### src/rtl/master_port_pkg.sv
// ---------------------------------------------------------------------------
// master_port_pkg
// Shared types and helpers for the serial-bus master port:
//   - state_t     : transaction FSM states
//   - MODE_READ / MODE_WRITE : command mode encodings
//   - calc_mem_w / calc_hdr_len : memory-address and header field sizes
//   - calc_cnt_w  : counter width for a count range of n values (min 1 bit)
// ---------------------------------------------------------------------------
package master_port_pkg;

    typedef enum logic [2:0] {
        ST_IDLE  = 3'd0,
        ST_REQ   = 3'd1,
        ST_HDR   = 3'd2,
        ST_WDATA = 3'd3,
        ST_RDATA = 3'd4,
        ST_DONE  = 3'd5
    } state_t;

    localparam logic MODE_READ  = 1'b0;
    localparam logic MODE_WRITE = 1'b1;

    // Memory address bits carried in the header (slave bits are sent out-of-band on mslave).
    function automatic int calc_mem_w(input int addr_width, input int slave_addr_width);
        return addr_width - slave_addr_width;
    endfunction

    // Header = memory address followed by the burst length field.
    function automatic int calc_hdr_len(input int addr_width, input int slave_addr_width,
                                        input int burst_width);
        return calc_mem_w(addr_width, slave_addr_width) + burst_width;
    endfunction

    // Index width for a counter spanning n positions; never narrower than one bit.
    function automatic int calc_cnt_w(input int n);
        return (n > 1) ? $clog2(n) : 1;
    endfunction

endpackage

### src/rtl/master_port_v2_if.sv
// ---------------------------------------------------------------------------
// master_port_v2_if
// Groups the device-side command/data handshake and the serial bus signals.
//   modport master : view of the master port itself (drives dready, status,
//                    read data and all bus outputs)
//   modport slave  : view of the surrounding device / bus / arbiter
// Device side : dvalid, dready, dmode, daddr, dlen, dwdata, dwack,
//               drdata, drvalid, ddone, derr
// Bus side    : mwdata, mvalid, mmode, mslave, mrdata, svalid, mbreq, mbgrant
// ---------------------------------------------------------------------------
interface master_port_v2_if #(
    parameter int ADDR_WIDTH       = 16,
    parameter int DATA_WIDTH       = 8,
    parameter int SLAVE_ADDR_WIDTH = 4,
    parameter int BURST_WIDTH      = 2
);
    logic                        dvalid;
    logic                        dready;
    logic                        dmode;
    logic [ADDR_WIDTH-1:0]       daddr;
    logic [BURST_WIDTH-1:0]      dlen;
    logic [DATA_WIDTH-1:0]       dwdata;
    logic                        dwack;
    logic [DATA_WIDTH-1:0]       drdata;
    logic                        drvalid;
    logic                        ddone;
    logic                        derr;
    logic                        mwdata;
    logic                        mvalid;
    logic                        mmode;
    logic [SLAVE_ADDR_WIDTH-1:0] mslave;
    logic                        mrdata;
    logic                        svalid;
    logic                        mbreq;
    logic                        mbgrant;

    modport master (
        input  dvalid, dmode, daddr, dlen, dwdata, mrdata, svalid, mbgrant,
        output dready, dwack, drdata, drvalid, ddone, derr,
               mwdata, mvalid, mmode, mslave, mbreq
    );

    modport slave (
        output dvalid, dmode, daddr, dlen, dwdata, mrdata, svalid, mbgrant,
        input  dready, dwack, drdata, drvalid, ddone, derr,
               mwdata, mvalid, mmode, mslave, mbreq
    );
endinterface

### src/rtl/master_port_shifter.sv
// ---------------------------------------------------------------------------
// master_port_shifter
// DATA_WIDTH beat register with a bit index, used as PISO for write beats and
// SIPO for read beats. Bits are addressed by bitcnt (LSB first).
// Ports:
//   clk, rstn   : clock, async active-low reset
//   clr         : zero the register and the bit index
//   load        : parallel-load load_data, bit index to 0
//   step        : advance the bit index (wraps after the last bit)
//   capture     : with step, write in_bit at the current bit index
//   bit_out     : bit at the current index
//   next_bit    : bit at the following index (for a registered serial output)
//   last_bit    : current index is the last bit of the beat
//   cap_data    : register contents with in_bit merged at the current index
// ---------------------------------------------------------------------------
module master_port_shifter
    import master_port_pkg::*;
#(
    parameter int DATA_WIDTH = 8
) (
    input  logic                  clk,
    input  logic                  rstn,
    input  logic                  clr,
    input  logic                  load,
    input  logic [DATA_WIDTH-1:0] load_data,
    input  logic                  step,
    input  logic                  capture,
    input  logic                  in_bit,
    output logic                  bit_out,
    output logic                  next_bit,
    output logic                  last_bit,
    output logic [DATA_WIDTH-1:0] cap_data
);
    localparam int CNT_W = calc_cnt_w(DATA_WIDTH);

    logic [DATA_WIDTH-1:0] data_r;
    logic [CNT_W-1:0]      bitcnt_r;
    logic [CNT_W-1:0]      bitcnt_nxt_s;

    assign last_bit     = (bitcnt_r == CNT_W'(DATA_WIDTH - 1));
    assign bitcnt_nxt_s = last_bit ? {CNT_W{1'b0}} : (bitcnt_r + CNT_W'(1));
    assign bit_out      = data_r[bitcnt_r];
    assign next_bit     = data_r[bitcnt_nxt_s];

    // Read beat as it will look once the bit arriving this cycle is stored.
    always_comb begin
        cap_data           = data_r;
        cap_data[bitcnt_r] = in_bit;
    end

    // Beat register and bit index; clear wins over load, load over step.
    always_ff @(posedge clk or negedge rstn) begin
        if (!rstn) begin
            data_r   <= {DATA_WIDTH{1'b0}};
            bitcnt_r <= {CNT_W{1'b0}};
        end else if (clr) begin
            data_r   <= {DATA_WIDTH{1'b0}};
            bitcnt_r <= {CNT_W{1'b0}};
        end else if (load) begin
            data_r   <= load_data;
            bitcnt_r <= {CNT_W{1'b0}};
        end else if (step) begin
            if (capture) begin
                data_r[bitcnt_r] <= in_bit;
            end
            bitcnt_r <= bitcnt_nxt_s;
        end
    end

endmodule

### src/rtl/master_port_v2.sv
// ---------------------------------------------------------------------------
// master_port_v2
// Serial-bus master port. Accepts a single/multi-beat command, requests the
// bus, sends header (memory address then length, LSB first) and write beats
// on mwdata, or collects read beats from mrdata on svalid.
// Ports:
//   clk, rstn : clock, asynchronous active-low reset
//   bus       : master_port_v2_if.master (device handshake + serial bus)
// Optional build macro: MASTER_PORT_TIMEOUT_EN -- aborts a read with derr=1
// after TIMEOUT_CYCLES consecutive cycles without svalid.
// ---------------------------------------------------------------------------
module master_port_v2
    import master_port_pkg::*;
#(
    parameter int ADDR_WIDTH       = 16,
    parameter int DATA_WIDTH       = 8,
    parameter int SLAVE_ADDR_WIDTH = 4,
    parameter int BURST_WIDTH      = 2,
    parameter int TIMEOUT_CYCLES   = 255
) (
    input logic              clk,
    input logic              rstn,
    master_port_v2_if.master bus
);
    localparam int MEM_W     = calc_mem_w(ADDR_WIDTH, SLAVE_ADDR_WIDTH);
    localparam int HDR_LEN   = calc_hdr_len(ADDR_WIDTH, SLAVE_ADDR_WIDTH, BURST_WIDTH);
    localparam int HDR_CNT_W = calc_cnt_w(HDR_LEN);

    state_t                      state_r;
    logic                        dready_r;
    logic                        dwack_r;
    logic [DATA_WIDTH-1:0]       drdata_r;
    logic                        drvalid_r;
    logic                        ddone_r;
    logic                        mwdata_r;
    logic                        mvalid_r;
    logic                        mmode_r;
    logic [SLAVE_ADDR_WIDTH-1:0] mslave_r;
    logic                        mbreq_r;
    logic [BURST_WIDTH-1:0]      len_r;
    logic [HDR_LEN-1:0]          hdr_r;
    logic [HDR_CNT_W-1:0]        hdr_cnt_r;
    logic [BURST_WIDTH-1:0]      beatcnt_r;
    logic                        rd_fin_r;

    logic                        hdr_last_s;
    logic                        beat_final_s;
    logic                        sh_clr_s;
    logic                        sh_load_s;
    logic                        sh_step_s;
    logic                        sh_capture_s;
    logic                        sh_bit_out_s;
    logic                        sh_next_bit_s;
    logic                        sh_last_bit_s;
    logic [DATA_WIDTH-1:0]       sh_cap_data_s;

`ifdef MASTER_PORT_TIMEOUT_EN
    localparam int TO_W = calc_cnt_w(TIMEOUT_CYCLES + 1);
    logic [TO_W-1:0] idle_cnt_r;
    logic            derr_r;
    assign bus.derr = derr_r;
`else
    assign bus.derr = 1'b0;
`endif

    assign bus.dready  = dready_r;
    assign bus.dwack   = dwack_r;
    assign bus.drdata  = drdata_r;
    assign bus.drvalid = drvalid_r;
    assign bus.ddone   = ddone_r;
    assign bus.mwdata  = mwdata_r;
    assign bus.mvalid  = mvalid_r;
    assign bus.mmode   = mmode_r;
    assign bus.mslave  = mslave_r;
    assign bus.mbreq   = mbreq_r;

    assign hdr_last_s   = (hdr_cnt_r == HDR_CNT_W'(HDR_LEN - 1));
    assign beat_final_s = (beatcnt_r == len_r);

    master_port_shifter #(
        .DATA_WIDTH (DATA_WIDTH)
    ) u_shifter (
        .clk       (clk),
        .rstn      (rstn),
        .clr       (sh_clr_s),
        .load      (sh_load_s),
        .load_data (bus.dwdata),
        .step      (sh_step_s),
        .capture   (sh_capture_s),
        .in_bit    (bus.mrdata),
        .bit_out   (sh_bit_out_s),
        .next_bit  (sh_next_bit_s),
        .last_bit  (sh_last_bit_s),
        .cap_data  (sh_cap_data_s)
    );

    // Shifter control: load beats on accept and between write beats, step on every data bit.
    always_comb begin
        sh_clr_s     = 1'b0;
        sh_load_s    = 1'b0;
        sh_step_s    = 1'b0;
        sh_capture_s = 1'b0;
        case (state_r)
            ST_IDLE: begin
                if (bus.dvalid) begin
                    sh_load_s = 1'b1;
                end else begin
                    sh_load_s = 1'b0;
                end
            end
            ST_HDR: begin
                if (hdr_last_s && (mmode_r == MODE_READ)) begin
                    sh_clr_s = 1'b1;
                end else begin
                    sh_clr_s = 1'b0;
                end
            end
            ST_WDATA: begin
                if (sh_last_bit_s) begin
                    sh_load_s = !beat_final_s;
                end else begin
                    sh_step_s = 1'b1;
                end
            end
            ST_RDATA: begin
                if (!rd_fin_r && bus.svalid) begin
                    sh_step_s    = 1'b1;
                    sh_capture_s = 1'b1;
                end else begin
                    sh_step_s    = 1'b0;
                end
            end
            default: begin
                sh_clr_s = 1'b0;
            end
        endcase
    end

    // Transaction FSM with all device and bus outputs registered.
    always_ff @(posedge clk or negedge rstn) begin
        if (!rstn) begin
            state_r    <= ST_IDLE;
            dready_r   <= 1'b1;
            dwack_r    <= 1'b0;
            drdata_r   <= {DATA_WIDTH{1'b0}};
            drvalid_r  <= 1'b0;
            ddone_r    <= 1'b0;
            mwdata_r   <= 1'b0;
            mvalid_r   <= 1'b0;
            mmode_r    <= 1'b0;
            mslave_r   <= {SLAVE_ADDR_WIDTH{1'b0}};
            mbreq_r    <= 1'b0;
            len_r      <= {BURST_WIDTH{1'b0}};
            hdr_r      <= {HDR_LEN{1'b0}};
            hdr_cnt_r  <= {HDR_CNT_W{1'b0}};
            beatcnt_r  <= {BURST_WIDTH{1'b0}};
            rd_fin_r   <= 1'b0;
`ifdef MASTER_PORT_TIMEOUT_EN
            idle_cnt_r <= {TO_W{1'b0}};
            derr_r     <= 1'b0;
`endif
        end else begin
            dwack_r   <= 1'b0;
            drvalid_r <= 1'b0;
            case (state_r)
                ST_IDLE: begin
                    if (bus.dvalid) begin
                        dready_r  <= 1'b0;
                        dwack_r   <= 1'b1;
                        mmode_r   <= bus.dmode;
                        mslave_r  <= bus.daddr[ADDR_WIDTH-1 -: SLAVE_ADDR_WIDTH];
                        len_r     <= bus.dlen;
                        hdr_r     <= {bus.dlen, bus.daddr[MEM_W-1:0]};
                        mbreq_r   <= 1'b1;
                        state_r   <= ST_REQ;
                    end else begin
                        dready_r  <= 1'b1;
                    end
                end
                ST_REQ: begin
                    // First header bit goes out with the same edge that leaves REQ.
                    if (bus.mbgrant) begin
                        mvalid_r  <= 1'b1;
                        mwdata_r  <= hdr_r[0];
                        hdr_r     <= {1'b0, hdr_r[HDR_LEN-1:1]};
                        hdr_cnt_r <= {HDR_CNT_W{1'b0}};
                        state_r   <= ST_HDR;
                    end else begin
                        state_r   <= ST_REQ;
                    end
                end
                ST_HDR: begin
                    if (hdr_last_s) begin
                        hdr_cnt_r <= {HDR_CNT_W{1'b0}};
                        beatcnt_r <= {BURST_WIDTH{1'b0}};
                        if (mmode_r == MODE_WRITE) begin
                            // Beat 0 bit 0 follows the header with no gap.
                            mwdata_r <= sh_bit_out_s;
                            state_r  <= ST_WDATA;
                        end else begin
                            mvalid_r <= 1'b0;
                            mwdata_r <= 1'b0;
                            rd_fin_r <= 1'b0;
`ifdef MASTER_PORT_TIMEOUT_EN
                            idle_cnt_r <= {TO_W{1'b0}};
`endif
                            state_r  <= ST_RDATA;
                        end
                    end else begin
                        mwdata_r  <= hdr_r[0];
                        hdr_r     <= {1'b0, hdr_r[HDR_LEN-1:1]};
                        hdr_cnt_r <= hdr_cnt_r + HDR_CNT_W'(1);
                    end
                end
                ST_WDATA: begin
                    if (sh_last_bit_s) begin
                        if (beat_final_s) begin
                            mvalid_r  <= 1'b0;
                            mwdata_r  <= 1'b0;
                            mbreq_r   <= 1'b0;
                            ddone_r   <= 1'b1;
                            beatcnt_r <= {BURST_WIDTH{1'b0}};
                            state_r   <= ST_DONE;
                        end else begin
                            // Next beat is latched by the shifter this same edge.
                            mwdata_r  <= bus.dwdata[0];
                            dwack_r   <= 1'b1;
                            beatcnt_r <= beatcnt_r + BURST_WIDTH'(1);
                        end
                    end else begin
                        mwdata_r <= sh_next_bit_s;
                    end
                end
                ST_RDATA: begin
                    if (rd_fin_r) begin
                        // One spare cycle so ddone trails the final drvalid.
                        rd_fin_r <= 1'b0;
                        mbreq_r  <= 1'b0;
                        ddone_r  <= 1'b1;
                        state_r  <= ST_DONE;
                    end else if (bus.svalid) begin
`ifdef MASTER_PORT_TIMEOUT_EN
                        idle_cnt_r <= {TO_W{1'b0}};
`endif
                        if (sh_last_bit_s) begin
                            drdata_r  <= sh_cap_data_s;
                            drvalid_r <= 1'b1;
                            if (beat_final_s) begin
                                rd_fin_r  <= 1'b1;
                                beatcnt_r <= {BURST_WIDTH{1'b0}};
                            end else begin
                                beatcnt_r <= beatcnt_r + BURST_WIDTH'(1);
                            end
                        end else begin
                            drvalid_r <= 1'b0;
                        end
                    end else begin
`ifdef MASTER_PORT_TIMEOUT_EN
                        if (idle_cnt_r == TO_W'(TIMEOUT_CYCLES - 1)) begin
                            idle_cnt_r <= {TO_W{1'b0}};
                            beatcnt_r  <= {BURST_WIDTH{1'b0}};
                            mbreq_r    <= 1'b0;
                            ddone_r    <= 1'b1;
                            derr_r     <= 1'b1;
                            state_r    <= ST_DONE;
                        end else begin
                            idle_cnt_r <= idle_cnt_r + TO_W'(1);
                        end
`else
                        state_r <= ST_RDATA;
`endif
                    end
                end
                ST_DONE: begin
                    ddone_r  <= 1'b0;
                    dready_r <= 1'b1;
                    mmode_r  <= 1'b0;
                    mslave_r <= {SLAVE_ADDR_WIDTH{1'b0}};
`ifdef MASTER_PORT_TIMEOUT_EN
                    derr_r   <= 1'b0;
`endif
                    state_r  <= ST_IDLE;
                end
                default: begin
                    dready_r <= 1'b1;
                    mvalid_r <= 1'b0;
                    mbreq_r  <= 1'b0;
                    ddone_r  <= 1'b0;
                    state_r  <= ST_IDLE;
                end
            endcase
        end
    end

endmodule

### src/flat_wrapper.sv
// flat-port wrapper written by rule: the top's interface ports become plain ports
module master_port_v2_flat import master_port_pkg::*;
#(
    parameter int ADDR_WIDTH       = 16,
    parameter int DATA_WIDTH       = 8,
    parameter int SLAVE_ADDR_WIDTH = 4,
    parameter int BURST_WIDTH      = 2,
    parameter int TIMEOUT_CYCLES   = 255
)
  (clk, rstn, bus_dvalid, bus_dmode, bus_daddr, bus_dlen, bus_dwdata, bus_mrdata, bus_svalid, bus_mbgrant, bus_dready, bus_dwack, bus_drdata, bus_drvalid, bus_ddone, bus_derr, bus_mwdata, bus_mvalid, bus_mmode, bus_mslave, bus_mbreq);
  master_port_v2_if #(.ADDR_WIDTH(ADDR_WIDTH), .DATA_WIDTH(DATA_WIDTH), .SLAVE_ADDR_WIDTH(SLAVE_ADDR_WIDTH), .BURST_WIDTH(BURST_WIDTH)) bus_i ();
  input logic clk;
  input logic rstn;
  input wire logic [$bits(bus_i.dvalid)-1:0] bus_dvalid;
  input wire logic [$bits(bus_i.dmode)-1:0] bus_dmode;
  input wire logic [$bits(bus_i.daddr)-1:0] bus_daddr;
  input wire logic [$bits(bus_i.dlen)-1:0] bus_dlen;
  input wire logic [$bits(bus_i.dwdata)-1:0] bus_dwdata;
  input wire logic [$bits(bus_i.mrdata)-1:0] bus_mrdata;
  input wire logic [$bits(bus_i.svalid)-1:0] bus_svalid;
  input wire logic [$bits(bus_i.mbgrant)-1:0] bus_mbgrant;
  output wire logic [$bits(bus_i.dready)-1:0] bus_dready;
  output wire logic [$bits(bus_i.dwack)-1:0] bus_dwack;
  output wire logic [$bits(bus_i.drdata)-1:0] bus_drdata;
  output wire logic [$bits(bus_i.drvalid)-1:0] bus_drvalid;
  output wire logic [$bits(bus_i.ddone)-1:0] bus_ddone;
  output wire logic [$bits(bus_i.derr)-1:0] bus_derr;
  output wire logic [$bits(bus_i.mwdata)-1:0] bus_mwdata;
  output wire logic [$bits(bus_i.mvalid)-1:0] bus_mvalid;
  output wire logic [$bits(bus_i.mmode)-1:0] bus_mmode;
  output wire logic [$bits(bus_i.mslave)-1:0] bus_mslave;
  output wire logic [$bits(bus_i.mbreq)-1:0] bus_mbreq;
  assign bus_i.dvalid = bus_dvalid;
  assign bus_i.dmode = bus_dmode;
  assign bus_i.daddr = bus_daddr;
  assign bus_i.dlen = bus_dlen;
  assign bus_i.dwdata = bus_dwdata;
  assign bus_i.mrdata = bus_mrdata;
  assign bus_i.svalid = bus_svalid;
  assign bus_i.mbgrant = bus_mbgrant;
  assign bus_dready = bus_i.dready;
  assign bus_dwack = bus_i.dwack;
  assign bus_drdata = bus_i.drdata;
  assign bus_drvalid = bus_i.drvalid;
  assign bus_ddone = bus_i.ddone;
  assign bus_derr = bus_i.derr;
  assign bus_mwdata = bus_i.mwdata;
  assign bus_mvalid = bus_i.mvalid;
  assign bus_mmode = bus_i.mmode;
  assign bus_mslave = bus_i.mslave;
  assign bus_mbreq = bus_i.mbreq;
  master_port_v2 #(.ADDR_WIDTH(ADDR_WIDTH), .DATA_WIDTH(DATA_WIDTH), .SLAVE_ADDR_WIDTH(SLAVE_ADDR_WIDTH), .BURST_WIDTH(BURST_WIDTH), .TIMEOUT_CYCLES(TIMEOUT_CYCLES)) u_core (.clk(clk), .rstn(rstn), .bus(bus_i));
endmodule
### config.mk
export PLATFORM = sky130hd
export DESIGN_NAME = master_port_v2_flat
export DESIGN_NICKNAME = d
export VERILOG_FILES = /design/src/rtl/master_port_pkg.sv /design/src/rtl/master_port_v2_if.sv /design/src/rtl/master_port_shifter.sv /design/src/rtl/master_port_v2.sv /design/src/flat_wrapper.sv
export SDC_FILE = /design/constraint.sdc
export NUM_CORES = 1
export LEC_CHECK = 0
export BUFFER_PORTS_ARGS = -buffer_cell sky130_fd_sc_hd__clkbuf_2
export CAP_MARGIN = 20
export CORE_MARGIN = 2
export CORE_UTILIZATION = 56
export CTS_CLUSTER_SIZE = 24
export DETAILED_ROUTE_END_ITERATION = 10
export PLACE_DENSITY = 0.79
export SYNTH_ARGS = -nofsm -noshare
export SYNTH_HDL_FRONTEND = slang
export SYNTH_SLANG_ARGS = --single-unit
export TNS_END_PERCENT = 5
### constraint.sdc
create_clock -name clk -period 2.5 [get_ports clk]
set_clock_uncertainty 0.1 [all_clocks]
set_input_delay 0.125 -clock clk [delete_from_list [all_inputs] [get_ports clk]]
set_output_delay 0.125 -clock clk [all_outputs]
set_load 0.02 [all_outputs]
==> summary.txt, run 1 <==
Outcome
  • Outcome: completed

Placement
  • Gpl congestion: just under 0.9
  • Placed insts: around 400
  • DP Wirelength: ~5.0 mm
  • DP Worst Slack: between 0.2 and 0.3 ns
  • Port Buf Inserts: 52

Finish
  • Finished Layout Cells: about 440
  • Register area: around 0.0014 sq mm
  • Fill cell count: 430
  • Area used by multi-input combinational logic: between 0.0015 and 0.002 sq mm
  • Area growth, synth to finish: 22.6%
  • Most frequent cells in the layout: dfrtp_1, clkbuf_2, mux2_2
  • Fin nets: 400
  • Diodes inserted: 0
  • Layout cells sized above 1: 0.365
  • Most common cell after layout, fill and taps aside: dfrtp_1

Floorplan
  • Initial core utilization: 0.584
  • Die Height: approximately 80 um
  • Total die area: roughly 0.0064 sq mm
  • Row cnt: 27
  • Core area: between 0.005 and 0.006 sq mm
  • # IOs: between 50 and 60
  • Chip width: between 80 and 90 um

Power
  • Gate power share: 0.444
  • Power density cells: between 1000 and 1500 mW/mm^2
  • Leakage: roughly 0.0018 uW
  • Sequential power share: 0.356
  • Cell Int Power: roughly 2900 uW
  • Switching Fraction: 0.374
  • NetSw: roughly 1700 uW
  • Maximum vdd ir drop: between 0.7 and 0.8 mV
  • Clk pwr share: 0.200

Setup path
  • Worst Path Class, Setup: flop to flop
  • Critical Path, Cell by Cell: ha_1, ha_1, nor2_1, mux4_2, mux2i_1, o211ai_1
  • Data arrival time of the worst path: 2.34 ns
  • Family with the most delay on the worst path: multiplexers
  • CP bufs+invs: 0
  • CP dominant cell by count: ha_1
  • Slowest CP cell: mux4_2
  • Setup crit start kind: flop
  • WP data required: between 2 and 3 ns
  • Crit Path Max Fanout: 12
  • Max stage delay on crit path: roughly 0.55 ns
  • Worst Setup End Kind: flop

Detailed routing
  • WL/cell: 16.8 um
  • DR vias: approximately 2600
  • Met3 WL: 327 um
  • Routed Antenna Nets: 0
  • DR vias/cell: slightly below 6
  • Initial DRT Pass Iterations: 4
  • DRC Markers: 0
  • Met1 Wirelength: about 3.2 mm
  • DRT Wirelength: about 7.4 mm
  • Initial DRC count: ~250
  • WL met2: 3.70 mm
  • Highest metal used: met4

Synth
  • Synth top area cells: dfrtp_1, mux2_2, mux2i_1, o21ai_0, mux4_2
  • Synthesized Nets: between 300 and 400
  • Cell variety after synth: 57
  • Share of the synthesized area in the top cell type: 0.433
  • Leading area contributor after synthesis: dfrtp_1
  • Post-synth EDFFs: 0
  • Ys Warns: 0
  • Synth Register Bits: 57
  • Cell area after synthesis: about 0.0032 sq mm
  • Prevailing post-synth register cell: dfrtp_1
  • Cells after synthesis: 290
  • Async S/R FF share, synth: 1.00
  • Syn avg cell area: approximately 11 sq um
  • Seq/Total Area, Yosys: 0.441

Timing
  • Slew HR: 0.517
  • Slew @ Worst Pin: a little over 0.7 ns
  • Fmax: 448 MHz
  • Final Critical Period: ~2.2 ns
  • Final Slew Violations: 0
  • RSZ-0062 raised after global routing: false
  • Tcrit/Tclk final: 0.893
  • Total negative setup slack: 0 ns
  • Final Hold Fails: 0
  • # setup viols final: 0
  • Worst setup margin: 0.268 ns

Clocking
  • CTS Hold Bufs: 15
  • Clk sinks: 57
  • CTS max path bufs: 2
  • PostCTS Resize Cnt: 0
  • CTS tree: built
  • Clock latency on the worst-skew pair: between 0.3 and 0.4 ns
  • H-tree levels: 3
  • Inserted Clock Buffers: 9
  • Clock Tree Root: clkbuf_8
  • Post-CTS setup buffer count: 0
  • Clock transition at path regs: around 0.06 ns

Global routing
  • Largest net degree at the start of global routing: 58
  • GRT overflow: 0
  • Total track usage: 0.256
  • First-pass GRT wire length: approximately 12 mm
  • Vias in the first global route: ~2600
  • Initial antenna violation count: 0

Min path
  • Hold Path Class: primary input to flop

Run
  • Max-cap viol count: 0
## cells by family (layout without fill, tap and decap cells)
logic type / after synthesis / count (layout) / synth area share
AOI/OAI and AO/OA: 68 / 68 / 0.142
xor gates and xnor gates: 2 / 2 / 0.00541
adders and majority gates: 4 / 4 / 0.0155
buffers and inverters: 24 / 101 / 0.0356
DFF: 57 / 57 / 0.441
muxes: 61 / 61 / 0.221
other: 1 / 1 / 0.00116
and+or+nand+nor: 73 / 73 / 0.138
## worst register-to-register path, stage by stage, from the launching register on
cell      delay (ns)
dfrtp_1         0.50
ha_1            0.25
ha_1            0.21
nor2_1          0.26
mux4_2          0.55
mux2i_1         0.15
o211ai_1        0.09
## metal layers
| metal | vias to the layer above | global-route usage |
|---|---|---|
| met5 | - | 0 |
| met4 | 0 | 0.0983 |
| met3 | 11 | 0.0769 |
| met2 | 84 | 0.406 |
| met1 | 1263 | 0.330 |
| li1 | 1224 | - |
## metrics by stage
step / area [sq um] / hold WS (ns) / util / total power (uW)
after global routing: 3970 / 0.0297 / 0.716 / 4920
after global placement: 3600 / 0.206 / 0.651 / 3550
after CTS: 3970 / 0.0296 / 0.716 / 4610
after floorplan: 3240 / -0.271 / - / 3110
after detailed placement: 3600 / 0.220 / 0.651 / 3660
final: 3970 / 0.0444 / 0.716 / 4600
## sequential cells by signal (all words and copies together), names as in the netlist
register	cells
u_core.bus.dready	1
u_core.hdr_cnt_r	4
u_core.bus.mbreq	1
u_core.bus.mslave	4
u_core.u_shifter.data_r	8
u_core.hdr_r	14
u_core.len_r	2
u_core.beatcnt_r	2
u_core.bus.mmode	1
u_core.state_r	3
u_core.u_shifter.bitcnt_r	3
u_core.bus.mvalid	1
u_core.bus.drdata	8
u_core.bus.mwdata	1
u_core.rd_fin_r	1
u_core.bus.dwack	1
u_core.bus.ddone	1
u_core.bus.drvalid	1
## synthesized netlist by cell type (2+ instances only)
master / instances
nor3_1: 4
a21o_1: 3
and3_1: 5
o21bai_1: 2
and2_1: 3
ha_1: 4
buf_4: 3
clkbuf_1: 8
a22oi_1: 7
o21a_1: 2
nor3b_1: 3
nand3b_1: 5
mux2i_1: 13
mux2_2: 42
xnor2_1: 2
or3b_2: 2
a21oi_1: 9
mux2_1: 2
dfrtp_1: 56
inv_1: 6
o21ai_0: 24
o2bb2ai_1: 9
nand3_1: 5
a221o_1: 2
nor2b_1: 4
nand2_1: 14
nand2b_1: 5
nor2_1: 9
buf_2: 5
mux4_2: 4
nand4b_1: 2
## final cells by class
cell class	count	share of cell area
multi-input combinational	209	0.427
sequential	57	0.360
timing repair buffer	80	0.131
clock buffer	13	0.0451
tap	72	0.0227
clock inverter	2	0.00883
inverter	6	0.00567
## power groups by stage
stage | Sequential (uW) | Combinational [uW] | Clock, uW
after floorplan | 1580 | 1520 | 0
after CTS | 1630 | 2050 | 933
after global routing | 1680 | 2260 | 976
after global placement | 1610 | 1940 | 0
after detailed placement | 1640 | 2020 | 0
final | 1640 | 2040 | 919
## final timing paths
| check | end | slack (ns) | start | depth (start not counted) |
|---|---|---|---|---|
| min reg2reg | u_core.hdr_r[5] | 0.41 | u_core.hdr_r[5] | 1 |
| max reg2reg | u_core.bus.mwdata | 0.27 | u_core.u_shifter.bitcnt_r[1] | 6 |
| min | u_core.bus.mslave[1] | 0.04 | bus_daddr[13] | 3 |
| max | u_core.bus.mwdata | 0.27 | u_core.u_shifter.bitcnt_r[1] | 6 |
| max in group asynchronous | u_core.hdr_cnt_r[2] | 1.44 | rstn | 3 |
| min in group asynchronous | u_core.hdr_r[7] | 0.36 | rstn | 3 |
(Power assumes the default switching activity.)
==> inputs of run 2 (changes only) <==
==> constraint.sdc (replaced) <==
create_clock -name clk -period 2.5 [get_ports clk]
set_clock_uncertainty 0.1 [all_clocks]
set_input_delay 0.375 -clock clk [delete_from_list [all_inputs] [get_ports clk]]
set_output_delay 0.375 -clock clk [all_outputs]
set_load 0.02 [all_outputs]
==> run 2 against run 1 <==
  * Sequential share of layout area rose by 1.6 points
  * First-iteration DRC count fell by 17%
  * Utilization shrank 3.0 points
  * Clock power is 12% lower
  * Non-clock buffer count is 14 lower
  * Critical path type unchanged
  * Largest power group unchanged
==> summary.txt, run 2 (synthesis gave the netlist of run 1 again) <==
Finish
  • Diodes inserted: 0
  • Most common cell after layout, fill and taps aside: dfrtp_1
  • Layout cells sized above 1: 0.374
  • Area growth, synth to finish: 17.5%
  • Final Util: 0.687
  • Most flops, register: u_core.hdr_r
  • Fin nets: between 300 and 400
  • Fill cell count: 468
  • Max reg flops: 14
  • Most frequent cells in the layout: dfrtp_1, clkbuf_2, mux2_2

Floorplan
  • Initial core utilization: 0.584
  • # IOs: 54
  • Core area: ~0.0055 sq mm
  • Total die area: approximately 0.0064 sq mm
  • Chip width: roughly 80 um
  • Row cnt: 27
  • Die Height: between 80 and 90 um

Power
  • Maximum vdd ir drop: 0.732 mV
  • Power density cells: 1170 mW/mm^2
  • Switching Fraction: 0.378
  • NetSw: approximately 1700 uW
  • Clk pwr share: 0.182
  • Cell Int Power: roughly 2800 uW
  • Sequential power share: 0.368
  • Gate power share: 0.450
  • Leakage: approximately 0.0018 uW

Clocking
  • Clock transition at path regs: about 0.070 ns
  • PostCTS Resize Cnt: 0
  • CTS tree: built
  • CTS max path bufs: 2
  • Clk sinks: 57
  • H-tree levels: 3
  • Clock latency on the worst-skew pair: about 0.33 ns
  • Inserted Clock Buffers: 9
  • Clock Tree Root: clkbuf_8

Detailed routing
  • DR vias: 2500
  • Initial DRT Pass Iterations: 4
  • Initial DRC count: 206
  • DR vias/cell: 5.88
  • Routed Antenna Nets: 0
  • WL/cell: between 15 and 20 um
  • DRC Markers: 0
  • DRT Wirelength: 6.84 mm

Timing
  • Final Critical Period: around 2.2 ns
  • Slew @ Worst Pin: approximately 0.68 ns
  • Fmax: between 400 and 500 MHz
  • # setup viols final: 0
  • Total negative setup slack: 0 ns
  • Slew HR: 0.545
  • RSZ-0062 raised after global routing: false
  • Final Slew Violations: 0
  • Tcrit/Tclk final: 0.889
  • Final Hold Fails: 0
  • Worst setup margin: approximately 0.28 ns

Setup path
  • Worst Setup End Kind: flop
  • WP data required: between 2 and 3 ns
  • Reg2reg end: u_core.bus.mwdata
  • Setup crit start kind: flop
  • Flop-to-flop setup slack: roughly 0.28 ns
  • Crit Path Max Fanout: 12
  • Worst R2R Path Depth: 6
  • Worst Path Class, Setup: flop to flop
  • Critical Path End: u_core.bus.mwdata
  • Data arrival time of the worst path: between 2 and 2.5 ns
  • Reg-to-reg startpoint: u_core.u_shifter.bitcnt_r[1]
  • Worst Setup SP: u_core.u_shifter.bitcnt_r[1]

Global routing
  • GRT overflow: 0
  • Vias in the first global route: between 2000 and 2500
  • Total track usage: 0.233
  • Largest net degree at the start of global routing: 35
  • Initial antenna violation count: 0
  • First-pass GRT wire length: 11.5 mm

Placement
  • Gpl congestion: 0.905
  • Port Buf Inserts: 52
  • DP Wirelength: between 4 and 5 mm
  • DP Worst Slack: ~0.28 ns

Outcome
  • Outcome: completed

Min path
  • Hold Path Class: primary input to flop

Run
  • Max-cap viol count: 0
## run 2: cell count changes in the layout (fill, tap and decap cells not counted), sizes merged
cell / delta
clkbuf: -2
clkinv: +2
dlygate4sd3: -14
## run 2: power groups by stage
| stage | combinational, uW | sequential, uW | clock, uW |
|---|---|---|---|
| floorplan | 1520 | 1580 | 0 |
| global placement | 1940 | 1620 | 0 |
| detailed placement | 2000 | 1640 | 0 |
| CTS | 2020 | 1630 | 822 |
| global route | 2220 | 1680 | 856 |
| finish | 2000 | 1630 | 807 |
## run 2: worst min-delay path by stage
stage / endpoint / cells after the start / from / slack (ns)
global placement: u_core.bus.mslave[1] / 1 / rstn / 0.33
floorplan: u_core.beatcnt_r[0] / 0 / rstn / -0.02
finish: u_core.u_shifter.data_r[7] / 2 / bus_dwdata[7] / 0.14
detailed placement: u_core.bus.mslave[0] / 1 / rstn / 0.34
global route: u_core.u_shifter.data_r[7] / 2 / bus_dwdata[7] / 0.14
CTS: u_core.u_shifter.data_r[7] / 2 / bus_dwdata[7] / 0.13
## run 2: per-layer routing
metal  routed length [um]  global-route usage
met1                 3150               0.316
met4                  129              0.0898
met2                 3230               0.362
met5                    0                   0
met3                  327              0.0554
## run 2: what timing repair did
item	4_1_cts	5_1_grt
hold endpoints to repair	22	0
setup buffers	0	0
hold buffers	1	0
## run 2: final cells by class
cell class | instances | area (sq um) | area share
inverters | 6 | 22.5 | 0.00592
multi-input cells | 209 | 1690 | 0.445
repair buffers | 66 | 393 | 0.103
clock inverters | 4 | 45.0 | 0.0118
flip-flops and latches | 57 | 1430 | 0.375
well taps | 72 | 90.1 | 0.0237
clock buffers | 11 | 131 | 0.0345
## run 2: metrics by stage
step / instances / cell area [sq um] / total power (uW) / hold WS, ns
4_1_cts: 425 / 3800 / 4470 / 0.132
2_1_floorplan: 290 / 3240 / 3110 / -0.0206
6_report: 425 / 3800 / 4440 / 0.142
3_5_place_dp: 409 / 3620 / 3640 / 0.341
3_3_place_gp: 409 / 3620 / 3550 / 0.327
5_1_grt: 425 / 3800 / 4750 / 0.144
## run 2: worst max-delay path, stage by stage, from the launching register on
cell and delay (ns):
dfrtp_1 0.51, ha_1 0.25, ha_1 0.19, nor2_1 0.26
mux4_2 0.54, mux2i_1 0.14, o211ai_1 0.09
